==> config.mk <==
export PLATFORM = sky130hd
export DESIGN_NAME = rv_writeback
export DESIGN_NICKNAME = d
export VERILOG_FILES = /design/src/rtl/rv_pkg.sv /design/src/rtl/rv_load_align.sv /design/src/rtl/rv_writeback.sv
export SDC_FILE = /design/constraint.sdc
export NUM_CORES = 1
export LEC_CHECK = 0
export ABC_AREA = 1
export ABC_CLOCK_PERIOD_IN_PS = 1690
export BUFFER_PORTS_ARGS = -buffer_cell sky130_fd_sc_hd__clkbuf_2
export CELL_PAD_IN_SITES_DETAIL_PLACEMENT = 0
export CELL_PAD_IN_SITES_GLOBAL_PLACEMENT = 2
export CORE_MARGIN = 4
export CORE_UTILIZATION = 24
export CTS_BUF_LIST = sky130_fd_sc_hd__clkbuf_8
export CTS_CLUSTER_SIZE = 14
export DETAILED_ROUTE_END_ITERATION = 16
export PLACE_DENSITY_LB_ADDON = 0.1
export SYNTH_ARGS = -nofsm -noshare
export SYNTH_HDL_FRONTEND = slang
export SYNTH_SLANG_ARGS = --single-unit
==> constraint.sdc <==
create_clock -name clk -period 1.69 [get_ports clk]
set_input_delay 0.169 -clock clk [delete_from_list [all_inputs] [get_ports clk]]
set_output_delay 0.169 -clock clk [all_outputs]
set_load 0.005 [all_outputs]
==> src/rtl/rv_pkg.sv <==
// Shared constants and types for the RV32I writeback slice.
package rv_pkg;

  localparam int XLEN = 32;

  // Writeback source select codes
  localparam logic [1:0] WB_ALU  = 2'd0;
  localparam logic [1:0] WB_LOAD = 2'd1;
  localparam logic [1:0] WB_PC4  = 2'd2;
  localparam logic [1:0] WB_CSR  = 2'd3;

  // Load funct3 codes
  localparam logic [2:0] F3_LB  = 3'b000;
  localparam logic [2:0] F3_LH  = 3'b001;
  localparam logic [2:0] F3_LW  = 3'b010;
  localparam logic [2:0] F3_LBU = 3'b100;
  localparam logic [2:0] F3_LHU = 3'b101;

  typedef enum logic {
    IDLE      = 1'b0,
    WAIT_LOAD = 1'b1
  } wb_state_e;

endpackage

==> src/rtl/rv_load_align.sv <==
// Extracts and extends the loaded byte/half/word from the raw memory word.
module rv_load_align
  import rv_pkg::*;
(
  input  logic [2:0]      funct3,
  input  logic [1:0]      addr_lsb,
  input  logic [XLEN-1:0] data,
  output logic [XLEN-1:0] result
);

  logic [7:0]  byte_sel;
  logic [15:0] half_sel;

  // Pick the addressed byte and half-word, then extend per load type
  always_comb begin
    // NOTE: every output of a combinational block gets a default first, so no path leaves it unassigned and no latch is inferred.
    byte_sel = data[7:0];
    half_sel = addr_lsb[1] ? data[31:16] : data[15:0];
    result   = data;
    case (addr_lsb)
      2'd0:    byte_sel = data[7:0];
      2'd1:    byte_sel = data[15:8];
      2'd2:    byte_sel = data[23:16];
      default: byte_sel = data[31:24];
    endcase
    case (funct3)
      F3_LB:   result = {{24{byte_sel[7]}}, byte_sel};
      F3_LBU:  result = {24'd0, byte_sel};
      F3_LH:   result = {{16{half_sel[15]}}, half_sel};
      F3_LHU:  result = {16'd0, half_sel};
      default: result = data;
    endcase
  end

endmodule

==> src/rtl/rv_writeback.sv <==
// Writeback stage: retires instructions, waits for load data, drives the
// register file write port and keeps the retired-instruction counter.
module rv_writeback
  import rv_pkg::*;
#(
  parameter int XLEN  = rv_pkg::XLEN,
  parameter int CNT_W = 64
) (
  input  logic             clk,
  input  logic             rst_n,
  input  logic             i_valid,
  output logic             o_ready,
  input  logic             i_flush,
  input  logic [4:0]       i_rd,
  input  logic             i_wb_en,
  input  logic [1:0]       i_wb_sel,
  input  logic [2:0]       i_funct3,
  input  logic [1:0]       i_addr_lsb,
  input  logic [XLEN-1:0]  i_alu_result,
  input  logic [XLEN-1:0]  i_pc,
  input  logic [XLEN-1:0]  i_csr_data,
  input  logic [XLEN-1:0]  i_load_data,
  input  logic             i_data_ack,
  output logic             o_wr,
  output logic [4:0]       o_rd,
  output logic [XLEN-1:0]  o_write_data,
  output logic             o_pend_valid,
  output logic [4:0]       o_pend_rd,
  output logic [CNT_W-1:0] o_instret
);

  wb_state_e       state_q, state_d;
  logic            accept;
  logic            latch_load;
  logic            retire;
  logic [4:0]      ret_rd;
  logic            ret_wb_en;
  logic [XLEN-1:0] ret_data;

  logic [4:0]      ld_rd_q;
  logic            ld_wb_en_q;
  logic [2:0]      ld_funct3_q;
  logic [1:0]      ld_lsb_q;
  logic [XLEN-1:0] load_result;

  assign o_ready      = rst_n && (state_q == IDLE);
  assign accept       = i_valid && o_ready && !i_flush;
  assign o_pend_valid = (state_q == WAIT_LOAD);
  assign o_pend_rd    = (o_pend_valid && ld_wb_en_q) ? ld_rd_q : 5'd0;

  rv_load_align u_load_align (
    .funct3   (ld_funct3_q),
    .addr_lsb (ld_lsb_q),
    .data     (i_load_data),
    .result   (load_result)
  );

  // State register; reset is synchronous so a reset-cycle ack is dropped
  always_ff @(posedge clk) begin
    // NOTE: sequential state uses non-blocking assignments so every flop samples pre-edge values.
    if (!rst_n) state_q <= IDLE;
    else        state_q <= state_d;
  end

  // Next state, and which instruction (if any) retires this cycle
  always_comb begin
    state_d    = state_q;
    latch_load = 1'b0;
    retire     = 1'b0;
    ret_rd     = i_rd;
    ret_wb_en  = i_wb_en;
    ret_data   = i_alu_result;
    case (state_q)
      IDLE: begin
        if (accept) begin
          if (i_wb_sel == WB_LOAD) begin
            latch_load = 1'b1;
            state_d    = WAIT_LOAD;
          end else begin
            retire = 1'b1;
            case (i_wb_sel)
              WB_PC4:  ret_data = i_pc + XLEN'(4);
              WB_CSR:  ret_data = i_csr_data;
              default: ret_data = i_alu_result;
            endcase
          end
        end
      end
      WAIT_LOAD: begin
        ret_rd    = ld_rd_q;
        ret_wb_en = ld_wb_en_q;
        ret_data  = load_result;
        // Flush wins over a same-cycle ack: the load is squashed
        if (i_flush) begin
          state_d = IDLE;
        end else if (i_data_ack) begin
          retire  = 1'b1;
          state_d = IDLE;
        end
      end
      default: state_d = IDLE;
    endcase
  end

  // Load bookkeeping, register-file write port and retire counter
  always_ff @(posedge clk) begin
    if (!rst_n) begin
      ld_rd_q      <= 5'd0;
      ld_wb_en_q   <= 1'b0;
      ld_funct3_q  <= 3'd0;
      ld_lsb_q     <= 2'd0;
      o_wr         <= 1'b0;
      o_rd         <= 5'd0;
      o_write_data <= '0;
      o_instret    <= '0;
    end else begin
      o_wr <= 1'b0;
      if (latch_load) begin
        ld_rd_q     <= i_rd;
        ld_wb_en_q  <= i_wb_en;
        ld_funct3_q <= i_funct3;
        ld_lsb_q    <= i_addr_lsb;
      end
      if (retire) begin
        // x0 writes are suppressed but the instruction still counts
        o_wr         <= ret_wb_en && (ret_rd != 5'd0);
        o_rd         <= ret_rd;
        o_write_data <= ret_data;
        o_instret    <= o_instret + CNT_W'(1);
      end
    end
  end

endmodule

==> run_results.csv, run 1 <==
group,metric,value,unit
route,drc,0,
timing,max_slew.worst_pin.slew,0.771,ns
global_routing,groute.usage.overall,0.221,
critical_path,crit_chain,"inv_1 -> nor3_2 -> buf_4 -> nand2_1 -> buf_4 -> nor2_2 -> nand3_1 -> nand2_1 -> nand2_1 -> nand2_1 -> a21oi_1",
timing,min_period,1.66,ns
critical_path,crit_required,2.03,ns
timing,fin_crit_sh,0.985,
die,fp.dieArea,0.0366,mm^2
critical_path,crit_type,"reg2reg",
yosys,yosysSeqAreaShare,0.283,
yosys,postSynth.asyncResetShare,0,
yosys,synth_cell_types,49,
critical_path,critPathArrivalTime,2.00,ns
die,rows,66,
clock_network,cts_tree,"done",
pwr,powerDensity,535,mW/mm^2
cells_and_area,antenna_cells,0,
timing,drv_slew,0,
clock_network,clock_latency,0.48,ns
route,wl_per_cell,17.6,um
placement,dp_slack,-0.211,ns
clock_network,htree_levels,4,
global_routing,grt_max_degree,65,
yosys,syn_area,0.00807,mm^2
global_routing,gr-total-overflow,0,
timing,setup_slack,0.0255,ns
route,first_pass_iters,5,
critical_path,crit_family,"simple AND/OR/NAND/NOR gates",
timing,rsz0062_at_grt,"true",
critical_path,cp.depth,11,
critical_path,worst_path_max_delay_cell,"dfxtp_1",
critical_path,rrSetupSlack,0.03,ns
worst_hold_path,min_path_type,"in2reg",
clock_network,cts_root_buffer,"clkbuf_8",
critical_path,end_kind,"flip-flop",
pwr,ir_drop,561,uV
global_routing,grt_pass1_vias,10800,
yosys,synth_warnings,0,
clock_network,numClockSinks,114,
route,wirelength,41500,um
cells_and_area,area_growth,66.2,%
yosys,avgSynthCellArea,5.78,um^2
yosys,synth_edf_count,0,
worst_hold_path,min_from,"i_addr_lsb[1]",
critical_path,ff2ff_path_depth,11,
critical_path,r2r_start,"o_instret[40]",
timing,setup_viol,0,
route,ant_nets,0,
critical_path,critPathLaunchType,"flip-flop",
timing,finalClockSkew,0.0156,ns
critical_path,path_common_cell,"nand2_1",
route,post_drt_via_cell_ratio,4.59,
timing,fmax,601,MHz
cells_and_area,fill_cells,3732,
timing,setup_total_negative_slack,0,ns
worst_hold_path,holdPathStages,3,
yosys,syn-num-nets,1545,
die,die_h,191,um
yosys,synthCells,1397,
clock_network,path_clk_slew,0.08,ns
clock_network,cts_made_buffers,17,
placement,dp_hpwl,33600,um
status,status,"completed",
die,core_area,0.0329,mm^2
critical_path,slowest_delay,0.34,ns
die,die_w,191,um
placement,gp_congestion,0.935,
die,num_io_pins,255,
timing,holdWs,0.0367,ns
critical_path,crit_buf_inv,3,
global_routing,antenna_found_initial,5,
cells_and_area,drive_gt1_frac,0.410,
yosys,synth-seq-cells,114,
critical_path,crit_start,"o_instret[40]",
timing,hold_viol,0,
yosys,synth_top_flop_cell,"dfxtp_1",
cells_and_area,fin_nets,2051,
critical_path,path_max_fanout,3,
global_routing,grt_pass1_wl,61600,um
route,drtIter0Drc,563,
die,start_util,0.246,
timing,max-slew-margin-rel,0.486,
clock_network,clock_path_buffers,2,
pwr,leakage,6.38,nW
placement,numPortBuffers,254,
route,vias,10800,
run,drv_cap,0,
[flip-flops by register name, indices dropped and copies added (netlist names)]
name / cells
ld_rd_q: 5
ld_wb_en_q: 1
o_wr: 1
o_rd: 5
o_instret: 64
o_write_data: 32
o_pend_valid: 1
ld_funct3_q: 3
ld_lsb_q: 2
[logic make-up after synthesis]
group	count (synthesis)	synth area share
buffers and inverters	197	0.0963
XOR/XNOR	26	0.0282
AND/OR/NAND/NOR	819	0.428
AO/OA/AOI/OAI	239	0.162
adder cells (fa/ha/maj)	2	0.00310
flip-flops	114	0.283
[layout by cell type, fill, tap and decap left out, types with 9 or more instances in the layout]
| cell | n |
|---|---|
| nand2_1 | 421 |
| clkbuf_2 | 254 |
| buf_4 | 242 |
| nor2_1 | 126 |
| inv_1 | 118 |
| a21oi_1 | 110 |
| o21ai_0 | 75 |
| dfxtp_1 | 72 |
| nand3_1 | 66 |
| nand2_2 | 35 |
| dfxtp_2 | 30 |
| nor2_2 | 29 |
| nor2_4 | 26 |
| nand4_1 | 25 |
| inv_2 | 24 |
| clkbuf_8 | 21 |
| dlygate4sd3_1 | 20 |
| xor2_1 | 19 |
| nor3_1 | 15 |
| nand2_4 | 14 |
| nand3_2 | 13 |
| dfxtp_4 | 12 |
| buf_6 | 12 |
| nor3_2 | 10 |
| nor3_4 | 10 |
| o211ai_1 | 9 |
[metrics by stage]
stage	area (um^2)	power, mW	cells	utilization
after CTS	12600	7.26	2342	0.385
final	13400	7.18	2357	0.408
after floorplan	8070	3.25	1397	-
after detailed placement	11600	3.84	2283	0.352
after global routing	13400	7.49	2357	0.408
after global placement	11600	3.85	2283	0.352
[final timing paths]
kind	endpoint
min reg2reg	ld_wb_en_q
min	ld_lsb_q[1]
max	o_instret[52]
max reg2reg	o_instret[52]
[what timing repair did]
item	CTS	global route
setup endpoints to repair	77	81
gates cloned	1	2
endpoints found under the hold margin	20	0
setup buffers	7	13
resized for setup	97	203
hold buffers	20	0
pin swaps	17	61
[metal layers]
| layer | vias to the layer above | share of wire | global-route usage |
|---|---|---|---|
| li1 | 5553 | - | - |
| met1 | 4939 | 0.42 | 0.264 |
| met2 | 270 | 0.51 | 0.402 |
| met3 | 57 | 0.046 | 0.0444 |
| met4 | 10 | 0.023 | 0.0575 |
| met5 | - | 0.0016 | 0 |
[Yosys cell counts (9+ instances only)]
master | number | area share
nand2_1 | 466 | 0.22
nor2_1 | 175 | 0.081
inv_1 | 140 | 0.065
dfxtp_1 | 114 | 0.28
a21oi_1 | 113 | 0.070
nand3_1 | 84 | 0.052
o21ai_0 | 81 | 0.050
nor3_1 | 32 | 0.020
clkbuf_1 | 31 | 0.014
nand4_1 | 25 | 0.019
xor2_1 | 19 | 0.021
buf_2 | 17 | 0.011
o211ai_1 | 9 | 0.0084
[power by group]
group / switching [mW] / internal, mW
Combinational: 0.617 / 0.465
Sequential: 0.0369 / 2.72
Clock: 1.30 / 2.05
[worst reg2reg max path: cells and delay by family, from the launching register on]
kind                   cells  cell delay, ns
AOI/OAI and AO/OA          1            0.05
buffers and inverters      3            0.43
DFF                        1            0.34
and+or+nand+nor            7            0.71
[cell type report]
| type | count | area [um^2] | area share |
|---|---|---|---|
| timing repair buffer | 539 | 3640 | 0.272 |
| clock buffer | 21 | 289 | 0.0215 |
| inverter | 145 | 547 | 0.0408 |
| clock inverter | 10 | 203 | 0.0151 |
| tap | 442 | 553 | 0.0412 |
| sequential | 114 | 2360 | 0.176 |
| multi-input combinational | 1086 | 5810 | 0.433 |
(Power assumes the default switching activity.)
==> inputs of run 2 (changes only) <==
- CORE_ASPECT_RATIO: not set -> 1.4
- PLACE_DENSITY: not set -> 0.81
- PLACE_DENSITY_LB_ADDON: 0.1 -> not set
==> run 2 against run 1 <==
  * Utilization fell by 0.76 points
  * Hold slack gained 0.0085 ns
  * Clock skew down 0.0014 ns
  * Sequential cell count did not move
==> run_results.csv, run 2 (synthesis gave the netlist of run 1 again) <==
group,metric,value,unit
clock_network,cts_root_buffer,"clkbuf_8",
route,drtIter0Drc,529,
critical_path,critPathArrivalTime,2.01,ns
critical_path,crit_required,2.02,ns
cells_and_area,fill_cells,3745,
global_routing,grt_util_met2,0.423,
clock_network,htree_levels,4,
placement,gp_congestion,0.923,
placement,dp_slack,-0.221,ns
pwr,power,6.31,mW
global_routing,grt_max_degree,65,
timing,hold_viol,0,
die,start_util,0.243,
route,first_pass_iters,7,
die,die_w,163,um
critical_path,rrSetupSlack,0.004,ns
die,fp.dieArea,0.0367,mm^2
cells_and_area,fin_nets,2070,
cells_and_area,mostFrequentLayoutCells,"nand2_1 (419), buf_4 (263), clkbuf_2 (254)",
global_routing,grt_pass1_wl,61600,um
global_routing,groute.usage.overall,0.220,
timing,finalClockSkew,0.0142,ns
timing,fmax,593,MHz
cells_and_area,largest_reg_flops,64,
clock_network,clock_latency,0.48,ns
route,drc,0,
timing,max_slew.worst_pin.slew,0.738,ns
cells_and_area,postLayoutCoreUtil,0.400,
placement,dp_hpwl,33300,um
cells_and_area,drive_gt1_frac,0.412,
timing,min_period,1.69,ns
run,drv_cap,0,
placement,placed_cells,2311,
timing,max-slew-margin-rel,0.508,
critical_path,critPathLaunchType,"flip-flop",
pwr,leakage,6.34,nW
critical_path,path_max_fanout,4,
route,wl_per_cell,17.4,um
timing,setup_viol,0,
timing,fin_crit_sh,0.998,
timing,drv_slew,0,
global_routing,grt_use_met3,0.0384,
status,status,"completed",
pwr,powerDensity,474,mW/mm^2
critical_path,crit_buf_inv,0,
cells_and_area,area_growth,64.8,%
timing,setup_slack,0.00356,ns
clock_network,clock_path_buffers,2,
route,post_drt_via_cell_ratio,4.63,
critical_path,end_kind,"flip-flop",
clock_network,cts_made_buffers,17,
clock_network,numClockSinks,114,
route,vias,11000,
die,rows,79,
clock_network,path_clk_slew,0.07,ns
critical_path,crit_chain,"nand2_2 -> nor3_4 -> nand3_2 -> nand3b_1 -> xor2_1 -> nand2_1 -> a21oi_1",
global_routing,grt_busiest_layer,"met2",
global_routing,antenna_found_initial,2,
global_routing,grtUsageMet1,0.231,
die,core_area,0.0332,mm^2
route,wirelength,41400,um
route,ant_nets,0,
global_routing,grt_pass1_vias,11100,
cells_and_area,largest_register,"o_instret",
critical_path,crit_type,"reg2reg",
cells_and_area,largestRegisters,"o_instret (64), o_write_data (32)",
timing,rsz0062_at_grt,"true",
die,num_io_pins,255,
die,die_h,225,um
critical_path,slowest_delay,0.35,ns
worst_hold_path,min_path_type,"in2reg",
critical_path,worst_path_max_delay_cell,"dfxtp_2",
clock_network,cts_tree,"done",
global_routing,gr-total-overflow,0,
placement,numPortBuffers,254,
cells_and_area,mostFrequentLayoutCell,"nand2_1",
cells_and_area,fin_cells,2379,
pwr,ir_drop,394,uV
critical_path,crit_family,"simple AND/OR/NAND/NOR gates",
==> run 2: changes by cell type in the layout (fill, tap and decap cells not counted), moves of 7 or more <==
cell    delta
inv_2      -8
nor2_2    +10
inv_1     +11
nor2_1     -7
buf_4     +21
==> run 2: per-layer routing <==
metal | wire (um) | vias to the layer above
met1 | 15400 | 5039
li1 | - | 5588
met4 | 1960 | 2
met3 | 1840 | 80
met5 | 20 | -
met2 | 22300 | 314
==> run 2: metrics by stage <==
step                area [um^2]  setup TNS (ns)  hold slack, ns
global route              13300          -0.887          0.0582
global placement          11700           -3.45           0.434
finish                    13300               0          0.0452
CTS                       12600         -0.0562         0.00864
floorplan                  8070               0           0.332
detailed placement        11700           -4.43           0.442
==> run 2: tightest hold or removal path, cell delays in order <==
cell and delay (ns):
clkbuf_2 0.09, nand2_1 0.05, nand2_1 0.06, nor3_1 0.05, nor2_1 0.08
==> run 2: what timing repair did <==
action	in CTS	in global routing
cloned	2	0
resized for setup	88	206
hold buffers	21	0
buffers inserted	5	10
hold endpoints to repair	21	0
pin swaps	13	53
endpoints found under the setup margin	65	80
==> run 2: worst paths after layout <==
path | cells after the start | from | endpoint
worst min register to register | 2 | o_instret[63] | o_instret[63]
worst max register to register | 7 | o_instret[19] | o_instret[42]
worst min-delay path | 5 | i_alu_result[11] | o_write_data[11]
worst max-delay path | 7 | o_instret[19] | o_instret[42]
==> run 2: cell type report <==
| cell class | count | area (um^2) | area share |
|---|---|---|---|
| Multi-Input combinational cell | 1086 | 5720 | 0.430 |
| Timing Repair Buffer | 558 | 3750 | 0.282 |
| Sequential cell | 114 | 2370 | 0.178 |
| Tap cell | 445 | 557 | 0.0419 |
| Inverter | 145 | 553 | 0.0416 |
| Clock buffer | 18 | 248 | 0.0186 |
| Clock inverter | 12 | 104 | 0.00781 |
| Antenna cell | 1 | 2.50 | 0.000188 |
==> run 2: power by group <==
part | leakage, nW | internal (mW) | switching, mW
sequential | 0.949 | 2.72 | 0.0363
combinational | 5.19 | 0.459 | 0.604
clock | 0.204 | 1.29 | 1.20
total | 6.34 | 4.47 | 1.84
==> inputs of run 3 (changes only) <==
- CORE_MARGIN: 4 -> not set
==> run 3 against run 2 <==
  * Non-clock buffer count decreased by 12
  * Clock-buffer cell count decreased by 1
  * Critical path type unchanged
  * Design area decreased by 0.47%
  * The run now ends with setup timing left
  * Critical path depth increased by 4
==> run_results.csv, run 3 (synthesis gave the netlist of run 1 again) <==
group,metric,value,unit
status,status,"finished, violations left",
status,violations,"setup timing",
placement,placed_cells,2289,
placement,numPortBuffers,254,
timing,setup_total_negative_slack,-0.591,ns
critical_path,end_kind,"flip-flop",
route,vias,11100,
clock_network,path_clk_slew,0.08,ns
critical_path,critPathArrivalTime,2.21,ns
clock_network,cts_root_buffer,"clkbuf_8",
placement,gp_congestion,0.975,
pwr,power,6.70,mW
pwr,ir_drop,446,uV
die,start_util,0.243,
route,drtIter0Drc,584,
cells_and_area,fin_cells,2368,
placement,dp_slack,-0.204,ns
clock_network,clock_latency,0.49,ns
clock_network,numClockSinks,114,
timing,holdWs,0.0420,ns
global_routing,groute.usage.overall,0.240,
timing,hold_viol,0,
cells_and_area,final_area,0.0132,mm^2
timing,fin_crit_sh,1.06,
global_routing,antenna_found_initial,1,
clock_network,cts_tree,"done",
cells_and_area,fin_nets,2058,
critical_path,crit_type,"reg2reg",
timing,setup_slack,-0.102,ns
cells_and_area,antenna_cells,0,
global_routing,grt_max_degree,65,
global_routing,grt_pass1_vias,11000,
timing,finalClockSkew,0.0126,ns
worst_hold_path,min_path_type,"in2reg",
timing,fmax,558,MHz
cells_and_area,largest_register,"o_instret",
clock_network,clock_path_buffers,2,
cells_and_area,largestRegisters,"o_instret (64), o_write_data (32)",
die,rows,79,
clock_network,htree_levels,4,
timing,max_slew.worst_pin.slew,0.739,ns
cells_and_area,drive_gt1_frac,0.393,
route,post_drt_via_cell_ratio,4.71,
placement,dp_hpwl,32800,um
die,die_w,157,um
cells_and_area,largest_reg_flops,64,
global_routing,gr-total-overflow,0,
timing,drv_slew,0,
route,wl_per_cell,17.6,um
route,wirelength,41700,um
timing,setup_viol,15,
critical_path,path_max_fanout,4,
critical_path,crit_required,2.11,ns
die,fp.dieArea,0.0344,mm^2
timing,rsz0062_at_grt,"true",
placement,place_area,0.0116,mm^2
route,ant_nets,0,
global_routing,grt_pass1_wl,60800,um
critical_path,critPathLaunchType,"flip-flop",
timing,max-slew-margin-rel,0.508,
pwr,powerDensity,506,mW/mm^2
die,die_h,219,um
route,drc,0,
pwr,leakage,6.14,nW
route,first_pass_iters,7,
run,drv_cap,0,
die,num_io_pins,255,
timing,min_period,1.79,ns
cells_and_area,postLayoutCoreUtil,0.399,
cells_and_area,mostFrequentLayoutCell,"nand2_1",
die,core_area,0.0332,mm^2
cells_and_area,mostFrequentLayoutCells,"nand2_1 (434), clkbuf_2 (254), buf_4 (237)",
cells_and_area,area_growth,64.0,%
clock_network,cts_made_buffers,17,
==> run 3: cell types whose count changed in the layout (fill, tap and decap cells not counted), sizes merged, moves of 2 or more <==
cell         change
inv              -6
buf             -14
dlygate4sd3      +2
clkinv           +2
clkinvlp         +6
==> run 3: per-layer routing <==
metal  wire length, um  up-vias  GRT usage
li1                  -     5549          -
met1             15000     5182      0.241
met2             23000      336      0.475
met3              1980       73     0.0393
met4              1680        2      0.106
met5                16        -          0
==> run 3: power breakdown <==
part           internal (mW)  switching (mW)  leakage (nW)
logic                  0.452           0.611          5.01
clock network           1.46            1.40         0.190
registers               2.73          0.0356         0.941
total                   4.65            2.05          6.14
==> run 3: path summary, 6_finish.rpt <==
path / start / endpoint / slack [ns] / cells past startpoint
max: o_instret[19] / o_instret[50] / -0.10 / 11
min: i_load_data[29] / o_write_data[29] / 0.04 / 5
max reg2reg: o_instret[19] / o_instret[50] / -0.10 / 11
min reg2reg: o_instret[4] / o_instret[4] / 0.47 / 2
==> run 3: area by class of cell <==
cell class / count / area, um^2
clock buffer: 17 / 234
clock inverter: 15 / 188
fill: 3759 / 20000
inverter: 145 / 553
multi-input combinational: 1086 / 5650
sequential: 114 / 2330
tap: 445 / 557
timing repair buffer: 546 / 3730
==> run 3: what timing repair did <==
action,4_1_cts,5_1_grt
buffers inserted,7,16
setup endpoints to repair,74,77
hold endpoints to repair,23,0
resized for setup,78,179
pin swaps,13,67
hold buffers,23,0
cloned,1,1
==> run 3: critical path, cell delays in order (launching register included) <==
cell and delay, ns:
dfxtp_2 0.36, nand2_2 0.08, buf_6 0.12, nor3_4 0.23
nand2_1 0.10, nor2_2 0.14, nand2_1 0.06, nor2_1 0.12
buf_4 0.15, xor2_1 0.14, nand2_1 0.08, a21oi_2 0.13
